$ cat src/rtl/serializer.sv
`default_nettype none
// +----------------------------------------------------------------------------+
// | Module      : serializer                                                   |
// | Description : Parallel-to-serial converter. The word is sent MSB first,    |
// |               with a programmable bit count (0 = full word). Back-to-back  |
// |               words stream with no idle cycle.                             |
// |               Optional macro SERIALIZER_PREFETCH_EN adds a one-word        |
// |               holding register, so that a word can be accepted mid-shift.  |
// | Revision    : 1.0 - initial release                                        |
// +----------------------------------------------------------------------------+
module serializer #(
  parameter  int DATA_W = 16,
  localparam int MOD_W  = $clog2(DATA_W)
) (
  input  logic              clk_i,
  input  logic              srst_i,
  input  logic [DATA_W-1:0] data_i,
  input  logic [MOD_W-1:0]  data_mod_i,
  input  logic              data_val_i,
  output logic              ser_data_o,
  output logic              ser_data_val_o,
  output logic              busy_o
);

  localparam logic [MOD_W:0] FULL_LEN = (MOD_W+1)'(DATA_W);
  localparam logic [MOD_W:0] CNT_ONE  = (MOD_W+1)'(1);

  typedef enum logic [0:0] {
    IDLE  = 1'b0,
    SHIFT = 1'b1
  } state_t;

  state_t              state, state_nxt;
  logic [DATA_W-1:0]   shift_reg, shift_nxt;
  logic [MOD_W:0]      cnt, cnt_nxt;
  logic [MOD_W:0]      last_idx, last_idx_nxt;
  logic                ser_bit, ser_bit_nxt;
  logic                ser_val, ser_val_nxt;

  logic                is_last;
  logic                accept;
  logic                busy;
  logic [MOD_W:0]      new_last;

  // Word selected for loading into the shift register this cycle
  logic                load_en;
  logic [DATA_W-1:0]   load_word;
  logic [MOD_W:0]      load_last;

`ifdef SERIALIZER_PREFETCH_EN
  logic                hold_full, hold_full_nxt;
  logic [DATA_W-1:0]   hold_data, hold_data_nxt;
  logic [MOD_W:0]      hold_last, hold_last_nxt;
`endif

  // cnt indexes the bit currently on ser_data_o; last_idx = len-1
  assign is_last  = (cnt == last_idx);
  assign new_last = ((data_mod_i == '0) ? FULL_LEN : {1'b0, data_mod_i}) - CNT_ONE;

`ifdef SERIALIZER_PREFETCH_EN
  assign busy = hold_full;
`else
  assign busy = (state == SHIFT) && !is_last;
`endif

  assign accept         = data_val_i && !busy;
  assign busy_o         = busy;
  assign ser_data_o     = ser_bit;
  assign ser_data_val_o = ser_val;

  // Next-state and datapath decode; a load always presents the new MSB next cycle
  always_comb begin
    state_nxt    = state;
    shift_nxt    = shift_reg;
    cnt_nxt      = cnt;
    last_idx_nxt = last_idx;
    ser_bit_nxt  = 1'b0;
    ser_val_nxt  = 1'b0;
    load_en      = 1'b0;
    load_word    = data_i;
    load_last    = new_last;
`ifdef SERIALIZER_PREFETCH_EN
    hold_full_nxt = hold_full;
    hold_data_nxt = hold_data;
    hold_last_nxt = hold_last;
`endif

    unique case (state)
      IDLE: begin
        load_en = accept;
      end
      SHIFT: begin
        if (is_last) begin
          state_nxt = IDLE;
          cnt_nxt   = '0;
`ifdef SERIALIZER_PREFETCH_EN
          if (hold_full) begin
            load_en       = 1'b1;
            load_word     = hold_data;
            load_last     = hold_last;
            hold_full_nxt = 1'b0;
          end else begin
            load_en = accept;
          end
`else
          load_en = accept;
`endif
        end else begin
          cnt_nxt     = cnt + CNT_ONE;
          shift_nxt   = {shift_reg[DATA_W-2:0], 1'b0};
          ser_bit_nxt = shift_reg[DATA_W-2];
          ser_val_nxt = 1'b1;
`ifdef SERIALIZER_PREFETCH_EN
          if (accept) begin
            hold_full_nxt = 1'b1;
            hold_data_nxt = data_i;
            hold_last_nxt = new_last;
          end
`endif
        end
      end
    endcase

    if (load_en) begin
      state_nxt    = SHIFT;
      shift_nxt    = load_word;
      cnt_nxt      = '0;
      last_idx_nxt = load_last;
      ser_bit_nxt  = load_word[DATA_W-1];
      ser_val_nxt  = 1'b1;
    end
  end

  // State and datapath registers; reset overrides any word offered in the same cycle
  always_ff @(posedge clk_i) begin
    if (srst_i) begin
      state     <= IDLE;
      shift_reg <= '0;
      cnt       <= '0;
      last_idx  <= '0;
      ser_bit   <= 1'b0;
      ser_val   <= 1'b0;
`ifdef SERIALIZER_PREFETCH_EN
      hold_full <= 1'b0;
      hold_data <= '0;
      hold_last <= '0;
`endif
    end else begin
      state     <= state_nxt;
      shift_reg <= shift_nxt;
      cnt       <= cnt_nxt;
      last_idx  <= last_idx_nxt;
      ser_bit   <= ser_bit_nxt;
      ser_val   <= ser_val_nxt;
`ifdef SERIALIZER_PREFETCH_EN
      hold_full <= hold_full_nxt;
      hold_data <= hold_data_nxt;
      hold_last <= hold_last_nxt;
`endif
    end
  end

endmodule
`default_nettype wire

$ cat config.mk
export PLATFORM = sky130hd
export DESIGN_NAME = serializer
export DESIGN_NICKNAME = d
export VERILOG_FILES = /design/src/rtl/serializer.sv
export SDC_FILE = /design/constraint.sdc
export NUM_CORES = 1
export LEC_CHECK = 0
export CAP_MARGIN = 40
export CORE_ASPECT_RATIO = 1.75
export CORE_MARGIN = 3
export CORE_UTILIZATION = 52
export DETAILED_ROUTE_END_ITERATION = 8
export HOLD_SLACK_MARGIN = 0.15
export PLACE_DENSITY_LB_ADDON = 0.1
export SLEW_MARGIN = 20
export SYNTH_ARGS = -nofsm -noshare
export SYNTH_HDL_FRONTEND = slang
export SYNTH_SLANG_ARGS = --single-unit
export TNS_END_PERCENT = 30
$ cat constraint.sdc
create_clock -name clk_i -period 3.85 [get_ports clk_i]
set_clock_uncertainty 0.1 [all_clocks]
set_input_delay 0.385 -clock clk_i [delete_from_list [all_inputs] [get_ports clk_i]]
set_output_delay 0.385 -clock clk_i [all_outputs]
set_load 0.005 [all_outputs]
==> PnR_summary.wiki, run 1 <==
{| class="wikitable"
! Metric !! Value
|-
| Die Area || 3650 sq um
|-
| Total global routing track utilization || 18.7%
|-
| Final period utilization || 70.4%
|-
| TritonCTS clock tree || done
|-
| Total overflow reported by the global router || 0
|-
| Total negative slack for setup checks || 0 ps
|-
| Post-placement cell count || 184
|-
| Routed WL per cell || 16.4 um
|-
| Worst-case reg-to-reg path depth || 5
|-
| Worst-margin pin slew || 725 ps
|-
| I/O pin cnt || 26
|-
| Total of endpoints with negative setup slack in the final report || 0
|-
| RR Endpoint || cnt[1]$_SDFFE_PP0P_
|-
| Classification of the worst-slack hold path || reg2reg
|-
| Vias per std cell || 6.01
|-
| Synthesis-stage register bit count || 27
|-
| Hold buffer count at CTS || 0
|-
| Vias || 1130
|-
| Global-route wire length before repair || 5.10 mm
|-
| Pre-Repair DR Iteration Count || 4
|-
| Sequential area share after synthesis || 35.4%
|-
| Post-cts repair resize count || 0
|-
| Total number of yosys warnings || 0
|-
| Relative max-transition margin || 51.7%
|-
| Place WS || 1480 ps
|-
| Highest attainable clock frequency || 369 MHz
|-
| Worst Setup Slack, final || 1140 ps
|-
| Die Wd || 47.0 um
|-
| Largest buffer count on any clock path || 2
|-
| Switching power || 0.224 mW
|-
| Worst VDD drop || 0.368 mV
|-
| Number of flip-flops in the largest register || 15
|-
| Die height || 77.7 um
|-
| Iteration-0 DRC Markers || 27
|-
| Final Wtd Congestion || 0.791
|-
| Worst flop-to-flop path startpoint || cnt[0]$_SDFFE_PP0P_
|-
| Number of global-route vias before repair || 1182
|-
| # Post-CTS Setup Buffers || 0
|-
| Type of element launching the critical path || register
|-
| Kind of end point of the critical path || output pin
|-
| Fraction of final layout cells sized beyond drive strength 1 || 20.5%
|-
| Worst path required time || 3370 ps
|-
| Number of nets in the layout || 187
|-
| Logic gate share of total power || 29.2%
|-
| N_diodes || 0
|-
| Final standard cell count with taps included and fillers excluded || 188
|-
| Share of total power in the clock network || 23.1%
|-
| Synth area leader || dfxtp_1
|-
| Max-slew violation total from the final report || 0
|-
| Net switching fraction of the power || 31.9%
|-
| Number of maximum-capacitance violations || 0
|-
| Number of antenna violations at the first check in global routing || 0
|-
| Area added between synthesis and finish || 16.3%
|-
| Number of clock sinks seen by CTS || 27
|-
| H-tree level count || 1
|-
| Core box area || 2750 sq um
|-
| Number of nets produced by synthesis || 167
|-
| Post-synth EDFFs || 0
|-
| Startpoint of the most critical hold path || shift_reg[14]$_SDFFE_PP0P_
|-
| Sink of the worst hold path || ser_data_o$_SDFF_PP0_
|-
| Outcome || finished clean
|-
| DRC viols || 0
|-
| Unrepaired setup endpoints after global routing || no
|-
| Synthesized area per cell || 10.8 sq um
|-
| Number of library cell types mapped by synthesis || 38
|-
| Number of buffers created by CTS || 3
|-
| Site Rows || 25
|-
| Register share of total power || 47.7%
|-
| Final ANT Viol Nets || 0
|-
| Buffers added on ports || 25
|-
| Initial Util || 55.5%
|-
| Detail Placement HPWL || 2.28 mm
|-
| Most frequent cells after synthesis || dfxtp_1, a211oi_2, mux2i_1, a211oi_1, nand2_1
|-
| Reported leakage power || 0.664 nW
|-
| Maximum number of pins on one net before global-route repair || 23
|-
| Hold Path Stages || 2
|-
| CP arrival || 2220 ps
|-
| Top_reg_cell synth || dfxtp_1
|-
| Startpoint-to-endpoint class of the critical path || reg2out
|-
| Pwr/cell area || 395 nW/um^2
|-
| Clock slew at reported path FFs || 90 ps
|-
| Time the worst path needs with I/O delays and setup || 2710 ps
|-
| Internal || 0.478 mW
|-
| Worst reg-to-reg setup slack || 1890 ps
|-
| Cells after Synth || 142
|-
| Buffer cell driving the clock tree root || clkbuf_8
|-
| Fraction of post-synthesis cell area in the top cell type by area || 35.4%
|-
| CP max FO || 16
|-
| Top cells by area in the synthesized netlist || dfxtp_1, a211oi_2, mux2i_1, a211oi_1, xnor2_2
|-
| Count of endpoints failing hold in the final timing report || 0
|-
| Latest clock arrival within the worst-skew pair || 270 ps
|-
| Most instantiated library cell after synthesis || dfxtp_1
|-
| Share of async-settable or async-resettable flops after synthesis || 0%
|-
| Post-Route WL || 3.08 mm
|-
| Syn Std Cell Area || 1530 sq um
|}
## power groups by stage
stage	clock network, mW	logic [mW]	registers, mW
after floorplan	0	0.181	0.333
after global placement	0	0.200	0.340
after detailed placement	0	0.206	0.341
after CTS	0.169	0.208	0.335
after global routing	0.181	0.224	0.338
final	0.162	0.205	0.334
## final cells by class
cell class                      instances  area (sq um)
Sequential cell                        27           541
Multi-Input combinational cell         97           866
Tap cell                               27          33.8
Clock inverter                          1          7.51
Clock buffer                            3          41.3
Inverter                                6          22.5
Timing Repair Buffer                   27           265
Fill cell                             249           976
## worst max-delay path by stage
| stage | start | endpoint | cells after the start |
|---|---|---|---|
| after global routing | cnt[0]$_SDFFE_PP0P_ | busy_o | 5 |
| after detailed placement | cnt[0]$_SDFFE_PP0P_ | busy_o | 5 |
| after CTS | cnt[0]$_SDFFE_PP0P_ | busy_o | 5 |
| final | cnt[0]$_SDFFE_PP0P_ | busy_o | 5 |
| after floorplan | cnt[0]$_SDFFE_PP0P_ | last_idx[1]$_SDFFE_PP0P_ | 4 |
| after global placement | cnt[0]$_SDFFE_PP0P_ | busy_o | 5 |
## placed cells by master (no fill, tap or decap), types with 2 or more instances in the layout
cell type	synthesis	routed
inv_1	5	5
nor2_1	4	4
a21oi_1	2	2
nor2b_1	2	2
mux2i_1	19	19
a211oi_1	11	11
nor3b_1	2	2
nand3_1	3	3
a211oi_2	20	20
nand2_1	7	7
ha_1	2	2
xnor2_2	2	2
buf_4	2	2
xnor2_1	3	3
clkdlybuf4s50_1	0	25
clkbuf_8	0	3
dfxtp_1	27	27
xor2_1	3	3
nand4_1	2	2
## layer usage
layer / vias to the layer above / share of wire [%] / track usage, %
met5: - / 0 / 0
met4: 0 / 1.7 / 6.09
met3: 4 / 3.7 / 2.55
met2: 24 / 56 / 33.7
met1: 540 / 39 / 20.8
li1: 562 / - / -
## per-stage QoR
| stage | hold WS [ps] | instance area, sq um | util [%] | total power [mW] |
|---|---|---|---|---|
| detailed placement | 362 | 1730 | 62.8 | 0.547 |
| global route | 410 | 1780 | 64.5 | 0.743 |
| finish | 373 | 1780 | 64.5 | 0.701 |
| CTS | 376 | 1780 | 64.5 | 0.711 |
| global placement | 360 | 1730 | 62.8 | 0.540 |
| floorplan | 337 | 1530 | - | 0.514 |
## kinds of logic after synthesis
group                    after synthesis  share of synthesized area (%)
multiplexers                          20                           13.2
AO/OA/AOI/OAI                         42                           27.8
buffers and inverters                 18                           7.94
AND/OR/NAND/NOR                       25                           8.52
adder cells (fa/ha/maj)                2                           1.64
flip-flops                            27                           35.4
XOR/XNOR                               8                           5.57
## worst max-delay path: stages (launching register included)
cell	delay (ps)
dfxtp_1	470
xnor2_2	150
nand3_2	160
o21ai_4	530
inv_2	150
clkdlybuf4s50_1	480
No activity file was read; power rests on OpenSTA's default activity.
==> run 2: changes to the inputs <==
Clock period 3.85 ns to 2.8 ns, I/O delays scaled along.
==> PnR_summary.wiki, run 2 (synthesis gave the netlist of run 1 again) <==
{| class="wikitable"
! Metric !! Value
|-
| N_diodes || 0 (unchanged)
|-
| Number of global-route vias before repair || 1183 (+0.085%)
|-
| Count of endpoints failing hold in the final timing report || 0 (unchanged)
|-
| Worst reg-to-reg setup slack || 950 ps (-940 ps)
|-
| Die height || 77.7 um (unchanged)
|-
| Share of total power in the clock network || 22.8% (-0.3 points)
|-
| Classification of the worst-slack hold path || reg2reg
|-
| Max-slew violation total from the final report || 0 (unchanged)
|-
| Clock slew at reported path FFs || 90 ps (about the same)
|-
| Final total power || 0.963 mW (+37%)
|-
| Leading cell types in the layout, fill and taps excluded || dfxtp_1, clkdlybuf4s50_1, a211oi_2
|-
| Hold Path Stages || 2 (unchanged)
|-
| Number of nets in the layout || 188 (+0.53%)
|-
| Startpoint-to-endpoint class of the critical path || reg2out
|-
| Initial Util || 55.5% (unchanged)
|-
| I/O pin cnt || 26 (unchanged)
|-
| Internal || 0.658 mW (+38%)
|-
| Highest attainable clock frequency || 464 MHz
|-
| Die Area || 3650 sq um (unchanged)
|-
| Buffers added on ports || 25 (unchanged)
|-
| Worst flop-to-flop path startpoint || cnt[1]$_SDFFE_PP0P_
|-
| Buffer cell driving the clock tree root || clkbuf_8
|-
| Place WS || 843 ps (-634 ps)
|-
| Reported leakage power || 0.672 nW (+1.2%)
|-
| Critical Path, Cell by Cell || xnor2_2, nand3_2, o21ai_4, inv_2, clkdlybuf4s50_1
|-
| Vias || 1143 (+1.2%)
|-
| RR Endpoint || shift_reg[2]$_SDFFE_PP0P_
|-
| Startpoint of the most critical hold path || shift_reg[14]$_SDFFE_PP0P_
|-
| Number of filler cells placed in the layout || 235 (-5.6%)
|-
| Latest clock arrival within the worst-skew pair || 270 ps (about the same)
|-
| Pre-Repair DR Iteration Count || 4 (unchanged)
|-
| DRC viols || 0 (unchanged)
|-
| CP arrival || 1780 ps (-440 ps)
|-
| Switching power || 0.305 mW (+36%)
|-
| Time the worst path needs with I/O delays and setup || 2160 ps
|-
| Worst Setup Slack, final || 644 ps (-498 ps)
|-
| Number of maximum-capacitance violations || 0 (unchanged)
|-
| Hold buffer count at CTS || 0 (unchanged)
|-
| CP max FO || 5 (-11)
|-
| Standard cell with the maximum stage delay on the critical path || dfxtp_1
|-
| Outcome || finished clean
|-
| Slowest cell delay on critical path || 460 ps (-70 ps)
|-
| Type of element launching the critical path || register
|-
| Worst-case reg-to-reg path depth || 4 (-1)
|-
| Fraction of final layout cells sized beyond drive strength 1 || 21.0% (+0.49 points)
|-
| Worst path required time || 2420 ps (-950 ps)
|-
| Die Wd || 47.0 um (unchanged)
|-
| H-tree level count || 1 (unchanged)
|-
| Final period utilization || 77.0%
|-
| Total global routing track utilization || 19.3% (+0.66 points)
|-
| Post-Route WL || 3.06 mm (-0.45%)
|-
| Core box area || 2750 sq um (unchanged)
|-
| Iteration-0 DRC Markers || 9 (-67%)
|-
| Worst VDD drop || 0.365 mV (-0.84%)
|-
| Register share of total power || 47.8% (about the same)
|-
| Final Wtd Congestion || 0.802 (+1.4%)
|-
| Logic gate share of total power || 29.4% (+0.2 points)
|-
| Largest buffer count on any clock path || 2 (unchanged)
|-
| Worst-margin pin slew || 710 ps (-15.2 ps)
|-
| Most common library cell in the layout ignoring fill and taps || dfxtp_1
|-
| Routed WL per cell || 16.2 um (-0.98%)
|-
| Pwr/cell area || 540 nW/um^2 (+37%)
|-
| Kind of end point of the critical path || output pin
|-
| Maximum number of pins on one net before global-route repair || 22 (-4.3%)
|-
| Number of antenna violations at the first check in global routing || 0 (unchanged)
|-
| Area added between synthesis and finish || 16.6%
|-
| Placed Area || 1740 sq um (+0.43%)
|-
| Post-cts repair resize count || 0 (unchanged)
|-
| Net switching fraction of the power || 31.7% (-0.23 points)
|-
| Number of flip-flops in the largest register || 15 (unchanged)
|-
| Number of clock sinks seen by CTS || 27 (unchanged)
|-
| Total overflow reported by the global router || 0 (unchanged)
|-
| Total of endpoints with negative setup slack in the final report || 0 (unchanged)
|-
| Sink of the worst hold path || ser_data_o$_SDFF_PP0_
|-
| Relative max-transition margin || 52.7% (+1.0 points)
|-
| Number of buffers created by CTS || 3 (unchanged)
|-
| Final ANT Viol Nets || 0 (unchanged)
|-
| # Post-CTS Setup Buffers || 0 (unchanged)
|-
| End-of-flow core utilization || 64.7% (+0.18 points)
|-
| Site Rows || 25 (unchanged)
|-
| Detail Placement HPWL || 2.24 mm (-1.5%)
|-
| TritonCTS clock tree || done
|-
| Unrepaired setup endpoints after global routing || no
|-
| Vias per std cell || 6.05 (+0.62%)
|-
| Post-route cell area || 1780 sq um (+0.28%)
|-
| Global-route wire length before repair || 5.25 mm (+3.0%)
|-
| Total negative slack for setup checks || 0 ps (unchanged)
|}
## run 2: changes by cell type in the layout (fill, tap and decap cells not counted)
| cell | delta |
|---|---|
| buf_4 | +1 |
| clkinv_2 | +1 |
| clkinvlp_4 | -1 |
## run 2: routing by layer
metal / part of all wire, % / global-route usage (%) / vias up / wire length (um)
met5: 0 / 0 / - / 0
met4: 2.5 / 8.86 / 0 / 76
met3: 2.8 / 2.32 / 6 / 87
met2: 54 / 33.5 / 18 / 1670
met1: 40 / 21.9 / 549 / 1230
li1: - / - / 570 / -
## run 2: critical path: cells and delay by family, from the launching register on
| family | cells | cell delay [ps] |
|---|---|---|
| compound gates | 1 | 190 |
| xor+xnor | 1 | 150 |
| buf+inv | 2 | 540 |
| flops | 1 | 460 |
| simple gates | 1 | 170 |
## run 2: cell type report
class | count | area [sq um] | area share [%]
multi-input cells | 97 | 866 | 48.6
flip-flops and latches | 27 | 541 | 30.3
inverters | 6 | 22.5 | 1.26
clock inverters | 1 | 5.00 | 0.281
clock buffers | 3 | 41.3 | 2.32
well taps | 27 | 33.8 | 1.90
repair buffers | 28 | 273 | 15.3
## run 2: worst max-delay path by stage
stage / slack, ps / start / end / depth (start not counted)
2_1_floorplan: 1290 / cnt[0]$_SDFFE_PP0P_ / last_idx[1]$_SDFFE_PP0P_ / 4
3_3_place_gp: 880 / data_val_i / last_idx[1]$_SDFFE_PP0P_ / 4
3_5_place_dp: 840 / data_val_i / last_idx[1]$_SDFFE_PP0P_ / 4
4_1_cts: 620 / cnt[0]$_SDFFE_PP0P_ / busy_o / 5
5_1_grt: 540 / cnt[0]$_SDFFE_PP0P_ / busy_o / 5
6_report: 640 / cnt[0]$_SDFFE_PP0P_ / busy_o / 5
## run 2: power groups by stage
stage,Sequential [mW],Clock (mW),Combinational (mW)
6_report,0.460,0.220,0.283
5_1_grt,0.465,0.248,0.310
4_1_cts,0.460,0.230,0.286
3_5_place_dp,0.469,0,0.285
3_3_place_gp,0.467,0,0.280
2_1_floorplan,0.458,0,0.249
## run 2: through the flow
stage | instances | hold WS, ps
final | 189 | 377
after global routing | 189 | 417
after CTS | 189 | 381
after detailed placement | 185 | 368
after global placement | 185 | 354
after floorplan | 142 | 337
